**src/rtl/rlbp_wb_serializer.sv**
```systemverilog
// Wishbone-mapped parallel-to-serial engine: CTRL/STATUS/TXDATA/COUNT registers,
// a TX FIFO and a divided-rate shifter with MSB/LSB-first framing.
module rlbp_wb_serializer #(
  parameter int         DATA_W     = 8,
  parameter int         FIFO_DEPTH = 4,
  parameter logic [3:0] BASE_NIB   = 4'h3
) (
  input  logic        wb_clk_i,
  input  logic        wb_rst_i,
  input  logic        wbs_stb_i,
  input  logic        wbs_cyc_i,
  input  logic        wbs_we_i,
  input  logic [3:0]  wbs_sel_i,
  input  logic [31:0] wbs_adr_i,
  input  logic [31:0] wbs_dat_i,
  output logic        wbs_ack_o,
  output logic [31:0] wbs_dat_o,
  output logic        ser_data_o,
  output logic        ser_valid_o,
  output logic        ser_frame_o,
  output logic        irq_o
);

  localparam int PTR_W = $clog2(FIFO_DEPTH);
  localparam int LVL_W = PTR_W + 1;
  localparam int BIT_W = (DATA_W > 1) ? $clog2(DATA_W) : 1;
  localparam logic [BIT_W-1:0] BIT_LAST = BIT_W'(DATA_W - 1);
  localparam logic [BIT_W-1:0] BIT_ONE  = BIT_W'(1'b1);
  localparam logic [PTR_W-1:0] PTR_ONE  = PTR_W'(1'b1);
  localparam logic [LVL_W-1:0] LVL_FULL = LVL_W'(FIFO_DEPTH);
  localparam logic [LVL_W-1:0] LVL_ZERO = {LVL_W{1'b0}};

  typedef enum logic [0:0] {IDLE = 1'b0, SHIFT = 1'b1} state_t;

  logic              ack_r, ser_data_r, ser_valid_r, ser_frame_r, irq_r;
  logic [31:0]       dat_r, rdata_s;
  logic              enable_r, lsb_first_r, irq_en_r, ovf_r;
  logic [7:0]        clk_div_r;
  logic              enable_nx_s, lsb_first_nx_s, irq_en_nx_s;
  logic [7:0]        clk_div_nx_s;
  logic              hit_s, acc_s, wr_s, ctrl_wr_s, stat_wr_s, push_req_s, flush_s;
  logic [1:0]        idx_s;
  logic [DATA_W-1:0] fifo_mem_r [FIFO_DEPTH];
  logic [PTR_W-1:0]  rd_ptr_r, wr_ptr_r;
  logic [LVL_W-1:0]  level_r, level_nx_s;
  logic              empty_s, full_s, push_ok_s, ovf_set_s, pop_s;
  state_t            state_r, state_c_s, state_nx_s;
  logic [DATA_W-1:0] shreg_r, shreg_c_s, shreg_nx_s;
  logic [BIT_W-1:0]  bit_cnt_r, bit_c_s, bit_nx_s;
  logic [7:0]        div_cnt_r, div_c_s, div_nx_s;
  logic              lsb_r, lsb_nx_s, start_req_s, start_s, done_s, count_inc_s;
  logic              ser_data_nx_s, irq_nx_s;
  logic [15:0]       count_r;

  assign wbs_ack_o   = ack_r;
  assign wbs_dat_o   = dat_r;
  assign ser_data_o  = ser_data_r;
  assign ser_valid_o = ser_valid_r;
  assign ser_frame_o = ser_frame_r;
  assign irq_o       = irq_r;

  // Bus decode: an access takes effect only on the edge that raises ack.
  always_comb begin
    hit_s      = wbs_cyc_i & wbs_stb_i & (wbs_adr_i[31:28] == BASE_NIB);
    acc_s      = hit_s & ~ack_r;
    idx_s      = wbs_adr_i[3:2];
    wr_s       = acc_s & wbs_we_i & wbs_sel_i[0];
    ctrl_wr_s  = wr_s & (idx_s == 2'd0);
    stat_wr_s  = wr_s & (idx_s == 2'd1);
    push_req_s = wr_s & (idx_s == 2'd2);
    flush_s    = ctrl_wr_s & wbs_dat_i[3];
    empty_s    = (level_r == LVL_ZERO);
    full_s     = (level_r == LVL_FULL);
  end

  // Read data mux over the pre-edge register state.
  always_comb begin
    rdata_s = 32'd0;
    case (idx_s)
      2'd0: rdata_s = {16'd0, clk_div_r, 5'd0, irq_en_r, lsb_first_r, enable_r};
      2'd1: begin
        rdata_s[0]          = (state_r == SHIFT);
        rdata_s[1]          = full_s;
        rdata_s[2]          = empty_s;
        rdata_s[3]          = ovf_r;
        rdata_s[8 +: LVL_W] = level_r;
      end
      2'd3: rdata_s = {16'd0, count_r};
      default: rdata_s = 32'd0;
    endcase
  end

  // CTRL next value; clk_div additionally needs byte lane 1.
  always_comb begin
    enable_nx_s    = enable_r;
    lsb_first_nx_s = lsb_first_r;
    irq_en_nx_s    = irq_en_r;
    clk_div_nx_s   = clk_div_r;
    if (ctrl_wr_s) begin
      enable_nx_s    = wbs_dat_i[0];
      lsb_first_nx_s = wbs_dat_i[1];
      irq_en_nx_s    = wbs_dat_i[2];
      if (wbs_sel_i[1]) clk_div_nx_s = wbs_dat_i[15:8];
      else              clk_div_nx_s = clk_div_r;
    end else begin
      clk_div_nx_s = clk_div_r;
    end
  end

  // Shifter sequencing without the flush/load overrides.
  always_comb begin
    state_c_s   = state_r;
    shreg_c_s   = shreg_r;
    bit_c_s     = bit_cnt_r;
    div_c_s     = div_cnt_r;
    start_req_s = 1'b0;
    done_s      = 1'b0;
    case (state_r)
      IDLE: begin
        if (enable_r & ~empty_s) start_req_s = 1'b1;
        else                     state_c_s   = IDLE;
      end
      SHIFT: begin
        if (div_cnt_r >= clk_div_r) begin
          div_c_s = 8'd0;
          if (bit_cnt_r == BIT_LAST) begin
            done_s      = 1'b1;
            state_c_s   = IDLE;
            start_req_s = enable_r & ~empty_s;
          end else begin
            bit_c_s   = bit_cnt_r + BIT_ONE;
            shreg_c_s = lsb_r ? (shreg_r >> 1'b1) : (shreg_r << 1'b1);
          end
        end else begin
          div_c_s = div_cnt_r + 8'd1;
        end
      end
      default: state_c_s = IDLE;
    endcase
  end

  // Flush beats everything; a load (first or gapless) pops the FIFO head.
  always_comb begin
    start_s     = start_req_s & ~flush_s;
    pop_s       = start_s;
    count_inc_s = done_s & ~flush_s;
    if (flush_s) begin
      state_nx_s = IDLE;
      shreg_nx_s = shreg_r;
      bit_nx_s   = bit_cnt_r;
      div_nx_s   = div_cnt_r;
      lsb_nx_s   = lsb_r;
    end else if (start_s) begin
      state_nx_s = SHIFT;
      shreg_nx_s = fifo_mem_r[rd_ptr_r];
      bit_nx_s   = {BIT_W{1'b0}};
      div_nx_s   = 8'd0;
      lsb_nx_s   = lsb_first_r;
    end else begin
      state_nx_s = state_c_s;
      shreg_nx_s = shreg_c_s;
      bit_nx_s   = bit_c_s;
      div_nx_s   = div_c_s;
      lsb_nx_s   = lsb_r;
    end
    push_ok_s = push_req_s & (~full_s | pop_s);
    ovf_set_s = push_req_s & ~push_ok_s;
    if (flush_s) level_nx_s = LVL_ZERO;
    else         level_nx_s = level_r + LVL_W'(push_ok_s) - LVL_W'(pop_s);
    ser_data_nx_s = (state_nx_s == SHIFT) &
                    (lsb_nx_s ? shreg_nx_s[0] : shreg_nx_s[DATA_W-1]);
    irq_nx_s = irq_en_nx_s & (level_nx_s == LVL_ZERO) & (state_nx_s == IDLE);
  end

  // FIFO storage; stale entries are unreachable once the pointers reset.
  always_ff @(posedge wb_clk_i) begin
    if (push_ok_s) fifo_mem_r[wr_ptr_r] <= wbs_dat_i[DATA_W-1:0];
  end

  // Registers, pointers, shifter state and registered outputs.
  always_ff @(posedge wb_clk_i) begin
    if (wb_rst_i) begin
      ack_r <= 1'b0;  dat_r <= 32'd0;
      enable_r <= 1'b0;  lsb_first_r <= 1'b0;  irq_en_r <= 1'b0;  clk_div_r <= 8'd0;
      ovf_r <= 1'b0;  level_r <= LVL_ZERO;
      rd_ptr_r <= {PTR_W{1'b0}};  wr_ptr_r <= {PTR_W{1'b0}};
      state_r <= IDLE;  shreg_r <= {DATA_W{1'b0}};  bit_cnt_r <= {BIT_W{1'b0}};
      div_cnt_r <= 8'd0;  lsb_r <= 1'b0;  count_r <= 16'd0;
      ser_data_r <= 1'b0;  ser_valid_r <= 1'b0;  ser_frame_r <= 1'b0;  irq_r <= 1'b0;
    end else begin
      ack_r <= acc_s;
      dat_r <= (acc_s & ~wbs_we_i) ? rdata_s : 32'd0;
      enable_r    <= enable_nx_s;
      lsb_first_r <= lsb_first_nx_s;
      irq_en_r    <= irq_en_nx_s;
      clk_div_r   <= clk_div_nx_s;
      if (stat_wr_s & wbs_dat_i[3]) ovf_r <= 1'b0;
      else if (ovf_set_s)           ovf_r <= 1'b1;
      level_r <= level_nx_s;
      if (flush_s) begin
        rd_ptr_r <= {PTR_W{1'b0}};
        wr_ptr_r <= {PTR_W{1'b0}};
      end else begin
        if (pop_s)     rd_ptr_r <= rd_ptr_r + PTR_ONE;
        if (push_ok_s) wr_ptr_r <= wr_ptr_r + PTR_ONE;
      end
      state_r   <= state_nx_s;
      shreg_r   <= shreg_nx_s;
      bit_cnt_r <= bit_nx_s;
      div_cnt_r <= div_nx_s;
      lsb_r     <= lsb_nx_s;
      if (count_inc_s) count_r <= count_r + 16'd1;
      ser_data_r  <= ser_data_nx_s;
      ser_valid_r <= (state_nx_s == SHIFT);
      ser_frame_r <= start_s;
      irq_r       <= irq_nx_s;
    end
  end

endmodule

```
**config.mk**
```make
export PLATFORM = sky130hd
export DESIGN_NAME = rlbp_wb_serializer
export DESIGN_NICKNAME = d
export VERILOG_FILES = /design/src/rtl/rlbp_wb_serializer.sv
export SDC_FILE = /design/constraint.sdc
export NUM_CORES = 1
export LEC_CHECK = 0
export CAP_MARGIN = 25
export CORE_UTILIZATION = 54
export CTS_CLUSTER_DIAMETER = 50
export CTS_CLUSTER_SIZE = 8
export DETAILED_ROUTE_END_ITERATION = 6
export PLACE_DENSITY = 0.89
export SLEW_MARGIN = 15
export SYNTH_ARGS = -nofsm -noshare
export SYNTH_HDL_FRONTEND = slang
export SYNTH_SLANG_ARGS = --single-unit
```
**constraint.sdc**
```tcl
create_clock -name wb_clk_i -period 8.8 [get_ports wb_clk_i]
set_input_delay 2.2 -clock wb_clk_i [delete_from_list [all_inputs] [get_ports wb_clk_i]]
set_output_delay 2.2 -clock wb_clk_i [all_outputs]
set_load 0.05 [all_outputs]
```
==> out/metrics.csv <==
metric,value,unit
number of synthesized register bits,110,
"EDFF count, synth",32,
Syn-to-layout area delta,14.1,%
# H-tree levels,3,
die area,9380,um2
leakage power,2.07,nW
Iter 0 DRT Violations,216,
post-CTS sizing,0,
DIE WIDTH,96.9,um
WL per Instance,15.6,um
VDD IR max,120,uV
Critical Path End Type,flip-flop,
Min-Delay Path Class,flip-flop to flip-flop,
WS Path Type,input pin to flip-flop,
Syn Area/Cell,10.7,um2
Critical Path RT,9.11,ns
type of origin of the critical path,input pin,
"Core Util, Final",63.6,%
Post-DRT Antenna Nets,0,
setup_tns,0,ns
"Arr. time, crit path",6.54,ns
YS warnings,0,
"Reg clk slew, reported paths",0.10,ns
number of max-slew violations in the final report,0,
largest net degree at the start of global routing,41,
Site Rows,34,
vias after detailed routing,3423,
Worst R2R Setup Slack,4.48,ns
Filler cells,646,
"most common cell after layout, fill and taps aside",dfxtp_1,
Final min period,6.23,ns
Die Ht,96.9,um
Overflow after GRT,0,
initial antenna violation count,0,
postcts setup bufs,0,
final setup vio count,0,
status,completed,
Final Skew,0.0147,ns
area of the core,8720,um2
DPL Wire Length,6960,um
hold_buf cts,0,
Routed WL,9550,um
crit path launch,wbs_adr_i[3],
async set or reset register ratio after synthesis,0,%
post-synthesis sequential area ratio,51.9,%
layout cells sized above 1,5.77,%
global-route usage over all layers,20.8,%
TritonCTS clock tree,done,
Root Buffer,clkbuf_8,
Max Clock Freq,160,MHz
DR vias/cell,5.60,
antenna cells,0,
part of the cycle the worst path needs,70.8,%
max_cap viols,0,
top_reg_cell synth,dfxtp_1,
Least-Margin Pin Slew,0.919,ns
worst setup path endpoint,irq_o,
Rel. slew slack,38.3,%
first-pass GRT wire length,15600,um
worst-path fanout max,16,
number of global-route vias before repair,3410,
Worst-Skew Late Latency,0.37,ns
most frequent cells in the layout,"dfxtp_1 (78), nor2_1 (67), clkdlybuf4s50_1 (49)",
Num Clock Sinks,110,
worst reg2reg path depth,19,
"Cell Area, Synth",4860,um2
Initial Util,55.7,%
Detailed Routing Iterations Pass 1,5,
Top-Level Pins,110,
Synth cell types,53,
CTS max path bufs,2,
Layout Nets,595,
number of I/O port buffers,49,
routability congestion estimate,0.794,
r2r endpoint,irq_o,
CTS buffer count,9,
post-synthesis cell count,456,
P per Cell Area,157,nW/um2
Critical R2R Launch,div_cnt_r[0],
unrepaired setup endpoints after global routing,false,
drt drc,0,
"Hold Vio Cnt, Final",0,
layout make-up:
cell class                      count  area [um2]  share of cell area (%)
Tap cell                          108         135                    2.44
Multi-Input combinational cell    307        2120                    38.2
Inverter                           20        75.1                    1.35
Clock inverter                      5        65.1                    1.17
Sequential cell                   110        2520                    45.5
Clock buffer                       11         131                    2.37
Timing Repair Buffer               50         498                    8.98
metrics by stage:
step	instances	instance area, um2	worst slack, ns	power, W	hold WS, ns
global route	611	5550	2.31	0.000893	0.529
detailed placement	595	5350	2.26	0.000573	0.473
CTS	611	5550	2.61	0.000871	0.486
floorplan	471	4920	3.75	0.000561	0.448
global placement	595	5350	2.44	0.000573	0.470
finish	611	5550	2.57	0.000870	0.489
synthesized netlist by cell type, types with 3 or more instances:
master     n  share of area, %
edfxtp_1  32                20
nand3b_1   4              0.62
and2_1     7              0.90
nand4_1    4              0.51
dfxtp_1   78                32
a211oi_1   4              0.62
ha_1      23               5.9
nand2b_1   5              0.64
buf_1      3              0.23
nand2_1   26               2.0
nand3_1   11               1.1
o21ai_0   11               1.1
mux2i_1   21               4.3
o21a_1     3              0.46
and3_1    12               1.5
nor2b_1    4              0.51
a222oi_1   5               1.0
a22oi_1    8               1.2
xor2_1    13               2.3
xnor2_1    8               1.4
inv_1     20               1.5
mux4_2     8               3.7
nor2_1    67               5.2
buf_4     17               2.6
a21oi_1   13               1.3
nor3_1     6              0.62
clkbuf_1  12              0.93
where the power goes:
part	internal [W]	switching, W	leakage, nW
clock	0.000135	0.000172	0.0985
sequential	0.000520	0.0000000625	0.915
combinational	0.0000136	0.0000282	1.06
total	0.000669	0.000200	2.07
worst max-delay path: stages:
cell	delay, ns
clkdlybuf4s50_1	0.48
inv_1	0.11
ha_1	0.52
nand4_1	0.19
nor2_1	0.34
nor2_1	0.11
nand2_1	0.21
inv_1	0.28
o211a_1	0.39
inv_1	0.09
ha_1	0.23
inv_1	0.06
ha_1	0.14
inv_1	0.05
fa_1	0.38
xnor2_1	0.16
xnor2_1	0.15
nor4_1	0.27
o21a_1	0.18
kinds of logic (layout without fill, tap and decap cells):
| kind of cell | after synthesis | count (layout) | share of synthesized area, % |
|---|---|---|---|
| compound gates | 58 | 58 | 8.19 |
| xor+xnor | 21 | 21 | 3.78 |
| fa+ha+maj | 24 | 24 | 6.33 |
| buf+inv | 54 | 86 | 5.66 |
| flops | 110 | 110 | 51.9 |
| mux | 30 | 30 | 8.26 |
| other cells | 1 | 16 | 0.0771 |
| simple gates | 158 | 158 | 15.8 |
routing by layer:
metal	vias to the layer above	routed length, um	GRT usage, %
li1	1652	-	-
met1	1647	4010	23.9
met2	109	5040	38.5
met3	15	435	5.35
met4	0	68	4.48
met5	-	0	0
registers in the layout, indices dropped and copies added, names as in the netlist, 2 cells and up, named ones only:
register    flops
rd_ptr_r        2
fifo_mem_r     32
clk_div_r       8
level_r         3
div_cnt_r       8
count_r        16
wr_ptr_r        2
wbs_dat_o      16
shreg_r         8
bit_cnt_r       3
how the worst min path moves through the flow:
stage	startpoint	endpoint	slack [ns]	cells past startpoint
finish	lsb_first_r	lsb_first_r	0.49	2
global route	count_r[5]	wbs_dat_o[5]	0.53	1
CTS	lsb_first_r	lsb_first_r	0.49	2
detailed placement	lsb_first_r	lsb_first_r	0.47	2
global placement	lsb_first_r	lsb_first_r	0.47	2
floorplan	lsb_first_r	lsb_first_r	0.45	2
(Power assumes the default switching activity.)
